File: src/rtl/capture_ctrl.sv
`timescale 1ns/1ps
// capture_ctrl: circular-buffer sample capture controller.
// Generates a clk/2 ADC clock and a decimated sample strobe. It prefills the
// sample RAM, waits for a qualified trigger edge (or force_trig), records
// trig_pos post-trigger samples, and reports the last written address.
// Optional build macro CAPTURE_AUTO_TRIG_EN adds a 2^20-1 clk auto-trigger
// timeout while waiting for a trigger.
module capture_ctrl #(
    parameter int DEPTH = 512,
    parameter int AW    = 9
) (
    input  logic          clk,
    input  logic          rst_n,
    input  logic          trig1,
    input  logic          trig2,
    input  logic          arm,
    input  logic          trig_src,
    input  logic          trig_pos_edge,
    input  logic [AW-1:0] trig_pos,
    input  logic [3:0]    decimator,
    input  logic          force_trig,
    output logic          adc_clk,
    output logic          rclk,
    output logic          en,
    output logic          we,
    output logic [AW-1:0] addr,
    output logic          busy,
    output logic          capture_done,
    output logic [AW-1:0] trig_addr
);

    typedef enum logic [2:0] {
        IDLE      = 3'd0,
        PREFILL   = 3'd1,
        WAIT_TRIG = 3'd2,
        POST      = 3'd3,
        DONE      = 3'd4
    } state_t;

    localparam logic [AW-1:0] A_ZERO  = {AW{1'b0}};
    localparam logic [AW-1:0] A_ONE   = {{(AW-1){1'b0}}, 1'b1};
    localparam logic [AW:0]   S_ONE   = {{AW{1'b0}}, 1'b1};
    localparam logic [AW:0]   DEPTH_C = (AW+1)'(DEPTH);

    state_t        state_r;
    logic          adc_clk_r;
    logic [15:0]   dec_cnt_r;
    logic [1:0]    t1_sync_r;
    logic [1:0]    t2_sync_r;
    logic          t1_prev_r;
    logic          t2_prev_r;
    logic [AW-1:0] addr_r;
    logic          wr_r;
    logic          busy_r;
    logic          done_r;
    logic [AW-1:0] trig_addr_r;
    logic [AW:0]   smp_cnt_r;
    logic [AW-1:0] post_cnt_r;
    logic [AW-1:0] tp_r;
    logic          src_r;
    logic          pol_r;
    logic [3:0]    dec_r;

    logic [15:0]   dec_mask_s;
    logic          strobe_s;
    logic          sel_now_s;
    logic          sel_prev_s;
    logic          edge_s;
    logic          timeout_s;
    logic          trig_s;
    logic          arm_ok_s;
    logic [AW-1:0] tp_eff_s;
    logic [AW:0]   prefill_len_s;

    // Strobe, trigger qualification and arm-time parameter decode.
    always_comb begin
        dec_mask_s    = (16'd1 << dec_r) - 16'd1;
        strobe_s      = adc_clk_r && (dec_cnt_r == dec_mask_s);
        sel_now_s     = src_r ? t2_sync_r[1] : t1_sync_r[1];
        sel_prev_s    = src_r ? t2_prev_r : t1_prev_r;
        edge_s        = (sel_now_s != sel_prev_s) && (sel_now_s == pol_r);
        trig_s        = edge_s || force_trig || timeout_s;
        arm_ok_s      = arm && (state_r != DONE);
        prefill_len_s = DEPTH_C - {1'b0, tp_r};
        if (trig_pos == A_ZERO) begin
            tp_eff_s = A_ONE;
        end else begin
            tp_eff_s = trig_pos;
        end
    end

`ifdef CAPTURE_AUTO_TRIG_EN
    logic [19:0] to_cnt_r;

    // Count clk cycles spent in WAIT_TRIG; saturating value acts as a forced trigger.
    always_ff @(posedge clk or negedge rst_n) begin
        if (!rst_n) begin
            to_cnt_r <= 20'd0;
        end else if (state_r == WAIT_TRIG) begin
            to_cnt_r <= to_cnt_r + 20'd1;
        end else begin
            to_cnt_r <= 20'd0;
        end
    end

    assign timeout_s = (to_cnt_r == 20'hFFFFF);
`else
    assign timeout_s = 1'b0;
`endif

    // Free-running clk/2 ADC clock.
    always_ff @(posedge clk or negedge rst_n) begin
        if (!rst_n) begin
            adc_clk_r <= 1'b0;
        end else begin
            adc_clk_r <= ~adc_clk_r;
        end
    end

    // Decimation counter: steps once per ADC period, wraps after each strobe.
    always_ff @(posedge clk or negedge rst_n) begin
        if (!rst_n) begin
            dec_cnt_r <= 16'd0;
        end else if (arm_ok_s) begin
            dec_cnt_r <= 16'd0;
        end else if (adc_clk_r) begin
            dec_cnt_r <= strobe_s ? 16'd0 : (dec_cnt_r + 16'd1);
        end else begin
            dec_cnt_r <= dec_cnt_r;
        end
    end

    // Two-flop synchronizers on the comparator inputs plus a copy for edge detection.
    always_ff @(posedge clk or negedge rst_n) begin
        if (!rst_n) begin
            t1_sync_r <= 2'b00;
            t2_sync_r <= 2'b00;
            t1_prev_r <= 1'b0;
            t2_prev_r <= 1'b0;
        end else begin
            t1_sync_r <= {t1_sync_r[0], trig1};
            t2_sync_r <= {t2_sync_r[0], trig2};
            t1_prev_r <= t1_sync_r[1];
            t2_prev_r <= t2_sync_r[1];
        end
    end

    // Capture sequencer: write strobes, address walk, trigger and completion.
    always_ff @(posedge clk or negedge rst_n) begin
        if (!rst_n) begin
            state_r     <= IDLE;
            addr_r      <= A_ZERO;
            wr_r        <= 1'b0;
            busy_r      <= 1'b0;
            done_r      <= 1'b0;
            trig_addr_r <= A_ZERO;
            smp_cnt_r   <= {(AW+1){1'b0}};
            post_cnt_r  <= A_ZERO;
            tp_r        <= A_ZERO;
            src_r       <= 1'b0;
            pol_r       <= 1'b0;
            dec_r       <= 4'd0;
        end else if (arm_ok_s) begin
            state_r    <= PREFILL;
            addr_r     <= A_ZERO;
            wr_r       <= 1'b0;
            busy_r     <= 1'b1;
            done_r     <= 1'b0;
            smp_cnt_r  <= {(AW+1){1'b0}};
            post_cnt_r <= A_ZERO;
            tp_r       <= tp_eff_s;
            src_r      <= trig_src;
            pol_r      <= trig_pos_edge;
            dec_r      <= decimator;
        end else begin
            wr_r   <= 1'b0;
            done_r <= 1'b0;
            // The write presented this cycle used addr_r; advance for the next one.
            if (wr_r) begin
                addr_r <= addr_r + A_ONE;
            end else begin
                addr_r <= addr_r;
            end
            case (state_r)
                IDLE: begin
                    state_r <= IDLE;
                end
                PREFILL: begin
                    if (strobe_s) begin
                        wr_r      <= 1'b1;
                        smp_cnt_r <= smp_cnt_r + S_ONE;
                        if ((smp_cnt_r + S_ONE) == prefill_len_s) begin
                            state_r <= WAIT_TRIG;
                        end else begin
                            state_r <= PREFILL;
                        end
                    end else begin
                        state_r <= PREFILL;
                    end
                end
                WAIT_TRIG: begin
                    wr_r <= strobe_s;
                    if (trig_s) begin
                        state_r    <= POST;
                        post_cnt_r <= tp_r;
                    end else begin
                        state_r <= WAIT_TRIG;
                    end
                end
                POST: begin
                    if (strobe_s) begin
                        wr_r       <= 1'b1;
                        post_cnt_r <= post_cnt_r - A_ONE;
                        if (post_cnt_r == A_ONE) begin
                            state_r     <= DONE;
                            done_r      <= 1'b1;
                            busy_r      <= 1'b0;
                            trig_addr_r <= addr_r;
                        end else begin
                            state_r <= POST;
                        end
                    end else begin
                        state_r <= POST;
                    end
                end
                DONE: begin
                    state_r <= IDLE;
                end
                default: begin
                    state_r <= IDLE;
                    busy_r  <= 1'b0;
                end
            endcase
        end
    end

    assign adc_clk      = adc_clk_r;
    assign rclk         = clk;
    assign en           = wr_r;
    assign we           = wr_r;
    assign addr         = addr_r;
    assign busy         = busy_r;
    assign capture_done = done_r;
    assign trig_addr    = trig_addr_r;

endmodule
File: config.mk
export PLATFORM = sky130hd
export DESIGN_NAME = capture_ctrl
export DESIGN_NICKNAME = d
export VERILOG_FILES = /design/src/rtl/capture_ctrl.sv
export SDC_FILE = /design/constraint.sdc
export NUM_CORES = 1
export LEC_CHECK = 0
export ABC_AREA = 0
export ABC_CLOCK_PERIOD_IN_PS = 6690
export BUFFER_PORTS_ARGS = -buffer_cell sky130_fd_sc_hd__buf_2
export CAP_MARGIN = 40
export CORE_UTILIZATION = 53
export CTS_CLUSTER_DIAMETER = 100
export CTS_CLUSTER_SIZE = 20
export DETAILED_ROUTE_END_ITERATION = 6
export MAX_ROUTING_LAYER = met4
export PLACE_DENSITY = 0.75
export SETUP_SLACK_MARGIN = 0.05
export SKIP_LAST_GASP = 1
export SYNTH_ARGS = -nofsm -noshare
export SYNTH_HDL_FRONTEND = slang
export SYNTH_SLANG_ARGS = --single-unit
export TNS_END_PERCENT = 5
File: constraint.sdc
create_clock -name clk -period 6.69 [get_ports clk]
set_input_delay 1.338 -clock clk [delete_from_list [all_inputs] [get_ports clk]]
set_output_delay 1.338 -clock clk [all_outputs]
set_load 0.02 [all_outputs]
## After elaboration in Yosys (flattened, before gate mapping)

Index checks and enable logic that the tools add are counted.

| word-level totals | value |
|---|---|
| output and inout port bits | 24 |
| register bits after elaboration | 81 |

| cells by class | value |
|---|---|
| eq/ne operators | 14 |
| mux-type cells | 33 |
| shift operators | 1 |
| reductions and logical operators | 17 |
| add/subtract/negate cells | 6 |
| bitwise operators | 2 |

Operators by type and width:

| cell | count |
|---|---|
| 9-bit 2-to-1 mux | 6 |
| 16-bit 2-to-1 mux | 3 |
| 10-bit 2-to-1 mux | 3 |
| 9-bit one-hot mux with 2 select lines | 1 |
| 16-bit by 1-bit adder with 16-bit output (second input constant) | 1 |
| 16-bit equality test | 1 |
| 1-bit by 4-bit left shift with 16-bit output (first input constant) | 1 |
| 16-bit by 1-bit subtractor with 16-bit output (second input constant) | 1 |
| 1-bit 2-to-1 mux | 12 |
| 3-bit 2-to-1 mux | 4 |
| 3-bit inequality test (second input constant) | 4 |
| 10-bit by 1-bit adder with 10-bit output (second input constant) | 1 |
| 10-bit equality test | 1 |
| 10-bit by 9-bit subtractor with 10-bit output (first input constant) | 1 |
| 9-bit by 1-bit adder with 9-bit output (second input constant) | 1 |
| 9-bit by 1-bit equality test with 1-bit output (second input constant) | 1 |
| 9-bit logical NOT | 1 |
| 3-bit one-hot mux with 3 select lines | 1 |
| 9-bit by 1-bit subtractor with 9-bit output (second input constant) | 1 |
| 2-bit nonzero test | 4 |
| 3-bit by 2-bit equality test with 1-bit output (second input constant) | 2 |
| 3-bit AND reduction | 2 |
| 1-bit one-hot mux with 2 select lines | 2 |
| 4-bit AND reduction | 1 |
| 14 further kinds | 17 |

## Logic depth before layout (Yosys ltp)

| depth | value |
|---|---|
| word-level depth | 7 |
| depth in mapped cells | 14 |
| mapped depth without buffers | 10 |

==> impl_summary.md <==
Outcome
The flow ran to the end, but the final reports show violations. The final reports fail on design-rule violations.

Floorplan
In this run the count of I/O pins placed on the die edge is 45. The full die area is 9320 um^2. In this run the standard cell core region covers 8680 um^2. The die outline width is 96.5 um. The vertical die dimension is 96.5 um. The floorplan has 34 rows. The starting utilization of the core area is 54.6%.

Timing
Across the routed clock network, the largest skew measured is 12.2 ps. The hold violation total from the final report is 0. The final max-slew violation count is 0. Setup repair after global routing left no endpoint under its margin. Setup total negative slack on the finished layout was measured at 0 ps. The worst slew slack as a fraction of its limit is 41.3%. Setup violations remaining at the end of the flow were counted as 0.

At the pin with the least slew margin, the transition time is 868 ps.

Clock network
After clock tree synthesis, the repair step resized 0 gates. The later pin in the worst-skew pair is clocked with a latency of 460 ps. In this run the post-CTS setup repair buffer count came out at 0. The CTS tree is built.

After clock tree synthesis, the clock-pin slew on the worst setup and hold paths is 90 ps. Hold repair after CTS inserted 0 buffers.

Logic synthesis
Counting instances in the post-synthesis netlist gives the leading cell types as sky130_fd_sc_hd__dfrtp_1, sky130_fd_sc_hd__nand2_1, sky130_fd_sc_hd__nor2_1, sky130_fd_sc_hd__xnor2_1, sky130_fd_sc_hd__a21oi_1. In the synthesized netlist the async set-or-reset flop fraction comes to 100%. When the netlist entered floorplanning its net count stood at 545.

The register bit count reported by yosys is 81. Of the synthesized area, sequential elements account for 42.8%. Among all cell types in the netlist, the one instantiated most often is sky130_fd_sc_hd__dfrtp_1. The largest total area in the synthesized netlist belongs to sky130_fd_sc_hd__dfrtp_1. Counting flops with a built-in enable in the synthesized netlist gives 0.

In the post-synthesis netlist, the biggest area contributors are sky130_fd_sc_hd__dfrtp_1, sky130_fd_sc_hd__xnor2_1, sky130_fd_sc_hd__nand2_1. The average instance in the mapped netlist occupies 9.16 um^2. The count of cell types in the netlist is 64. The portion of synthesized cell area occupied by the leading cell type is 42.8%.

Summing every instance area after synthesis gives 4740 um^2. The dominant synthesized flop cell is sky130_fd_sc_hd__dfrtp_1. Synthesis produced 517 cells. For this run, the number of Yosys warnings is 0.

Worst setup path
The endpoint type of the worst setup path is an output port. Of all nets on the critical path, the largest fanout is 2. Walking the worst path, the cells encountered are clkbuf_8 > clkbuf_8 > buf_2. The length in cells of the worst reg-to-reg path is 10. The critical path in this run is classified as clk2out. The critical path data arrival time is 3720 ps.

The critical path required time is 5350 ps. The type of origin of the critical path is a clock port. On the worst path, the slowest cell contributes a delay of 150 ps. The slowest stage of the critical path belongs to the cell sky130_fd_sc_hd__buf_2. The most numerous cell type found on the critical path is sky130_fd_sc_hd__clkbuf_8.

Final layout
The area growth from synthesis to layout is 11.6%. The final core area utilization is 60.9%. Of the cells placed in the final design, the portion with a size suffix greater than 1 is 16.0%. The final layout contains 585 nets.

The total of fill cells in the finished design is 792. The area of the multi-input gates is 2540 um^2. The total area of sequential cells is 2030 um^2. The number of antenna diodes in the final layout is 0.

GRT
The first global-routing pass estimated 17.6 mm of wire. The number of global-route vias before repair was 3699. The initial antenna violation count is 0. Entering global routing, the biggest net connects 44 pins. The total congestion overflow is 0. The global router's overall resource usage is 25.7%.

Power
The leakage power total is 2.37 nW. Cell internal power was estimated by the tool at 0.000791 W. The combinational group share of total power is 12.2%. The sequential power share is 48.6%. The switching power is 0.000310 W.

Dividing total power by cell area gives a power density of 208 nW/um^2. The worst voltage drop across the vdd grid is 0.229 mV. The switching power as a share of total power is 28.2%.

The clock network accounts for 39.2% of the total power.

Route
The number of vias per cell is 5.84. The amount of wire on met2 after detailed routing is 5.36 mm. The count of nets left with antenna violations after detail routing is 0.

In the final routed layout, each cell accounts on average for 16.0 um. For this block, wires on met1 add up to 4.82 mm. Signal routing reaches up to met4. After the first detailed-routing iteration, the DRC count stood at 183.

For this run, the detailed router's first-pass iteration total came to 6. The post-route DRC violation count is 1. Summed over all layers, the routed wires come to 10.7 mm. The detailed route wirelength on metal3 is 371 um.

The total number of vias is 3911.

Place
Detailed placement ended at an HPWL of 7.60 mm. The congestion estimate from routability-driven global placement came to 0.867. The count of input and output buffers is 44.

Worst hold path
The class of the worst hold path is reg2reg. The worst hold path passes through 0 cells.

Run
The number of violations of the max-capacitance limit is 0.
==> layout by cell type, fill, tap and decap left out, types with 8 or more instances in the layout <==
cell,instances
sky130_fd_sc_hd__a21oi_1,25
sky130_fd_sc_hd__buf_2,45
sky130_fd_sc_hd__clkbuf_8,13
sky130_fd_sc_hd__dfrtp_1,81
sky130_fd_sc_hd__inv_1,12
sky130_fd_sc_hd__mux2_2,9
sky130_fd_sc_hd__mux2i_1,10
sky130_fd_sc_hd__nand2_1,70
sky130_fd_sc_hd__nand3_1,15
sky130_fd_sc_hd__nand4_1,12
sky130_fd_sc_hd__nor2_1,56
sky130_fd_sc_hd__nor3_1,12
sky130_fd_sc_hd__nor4_1,12
sky130_fd_sc_hd__o21ai_0,18
sky130_fd_sc_hd__or3_1,8
sky130_fd_sc_hd__xnor2_1,38
sky130_fd_sc_hd__xor2_1,17
==> cell families after synthesis <==
family,count (synthesis),synth area share [%]
multiplexers,20,4.73
adder cells (fa/ha/maj),7,1.85
buffers and inverters,36,3.57
flip-flops,81,42.8
XOR/XNOR,55,10.2
AND/OR/NAND/NOR,234,25.3
AO/OA/AOI/OAI,84,11.6
==> critical path: cells and delay by family <==
| kind | cells | cell delay [ps] |
|---|---|---|
| buf+inv | 3 | 380 |
==> routing by layer <==
metal  track usage (%)  up-vias
met3              5.63       15
met1              32.2     1923
met2              41.8       72
met4              7.23        0
li1                  -     1901
met5                 -        -
==> sequential cells by signal, indices dropped and copies added (netlist names) <==
| register | count |
|---|---|
| dec_cnt_r | 16 |
| smp_cnt_r | 10 |
| addr | 9 |
| post_cnt_r | 9 |
| tp_r | 9 |
| trig_addr | 9 |
| dec_r | 4 |
| state_r | 3 |
| t1_sync_r | 2 |
| t2_sync_r | 2 |
| adc_clk | 1 |
| busy | 1 |
| capture_done | 1 |
| en | 1 |
| pol_r | 1 |
| src_r | 1 |
| t1_prev_r | 1 |
| t2_prev_r | 1 |
==> power by group through the flow <==
stage	Sequential (W)	Combinational, W	Clock (W)
6_report	0.000536	0.000134	0.000431
5_1_grt	0.000540	0.000151	0.000464
4_1_cts	0.000535	0.000136	0.000442
3_5_place_dp	0.000544	0.000135	0.0000140
3_3_place_gp	0.000543	0.000127	0.0000140
2_1_floorplan	0.000531	0.000107	0.0000175
==> per-stage QoR <==
step / hold slack (ps) / power [W] / std cells / area [um^2] / worst slack (ps)
floorplan: 331 / 0.000655 / 517 / 4740 / 1870
global placement: 332 / 0.000684 / 647 / 4990 / 1870
detailed placement: 339 / 0.000693 / 651 / 5040 / 1870
CTS: 353 / 0.00111 / 670 / 5290 / 1630
global route: 353 / 0.00115 / 670 / 5290 / 1630
finish: 351 / 0.00110 / 670 / 5290 / 1640
==> cell type report <==
cell class                      count  share of cell area [%]
Multi-Input combinational cell    400                    48.0
Clock buffer                       15                    3.55
Clock inverter                      5                    1.18
Timing Repair Buffer               49                    5.49
Inverter                           12                   0.852
Sequential cell                    81                    38.3
Tap cell                          108                    2.56
==> path summary, 6_finish.rpt <==
kind	start	endpoint	slack, ps
setup / recovery	clk	rclk	1640
hold / removal	t2_sync_r[0]	t2_sync_r[1]	350
setup reg to reg	dec_r[3]	dec_cnt_r[10]	2480
hold reg to reg	t2_sync_r[0]	t2_sync_r[1]	350
max in group asynchronous	rst_n	smp_cnt_r[5]	5250
min in group asynchronous	rst_n	dec_cnt_r[8]	840
(Power assumes the default switching activity.)
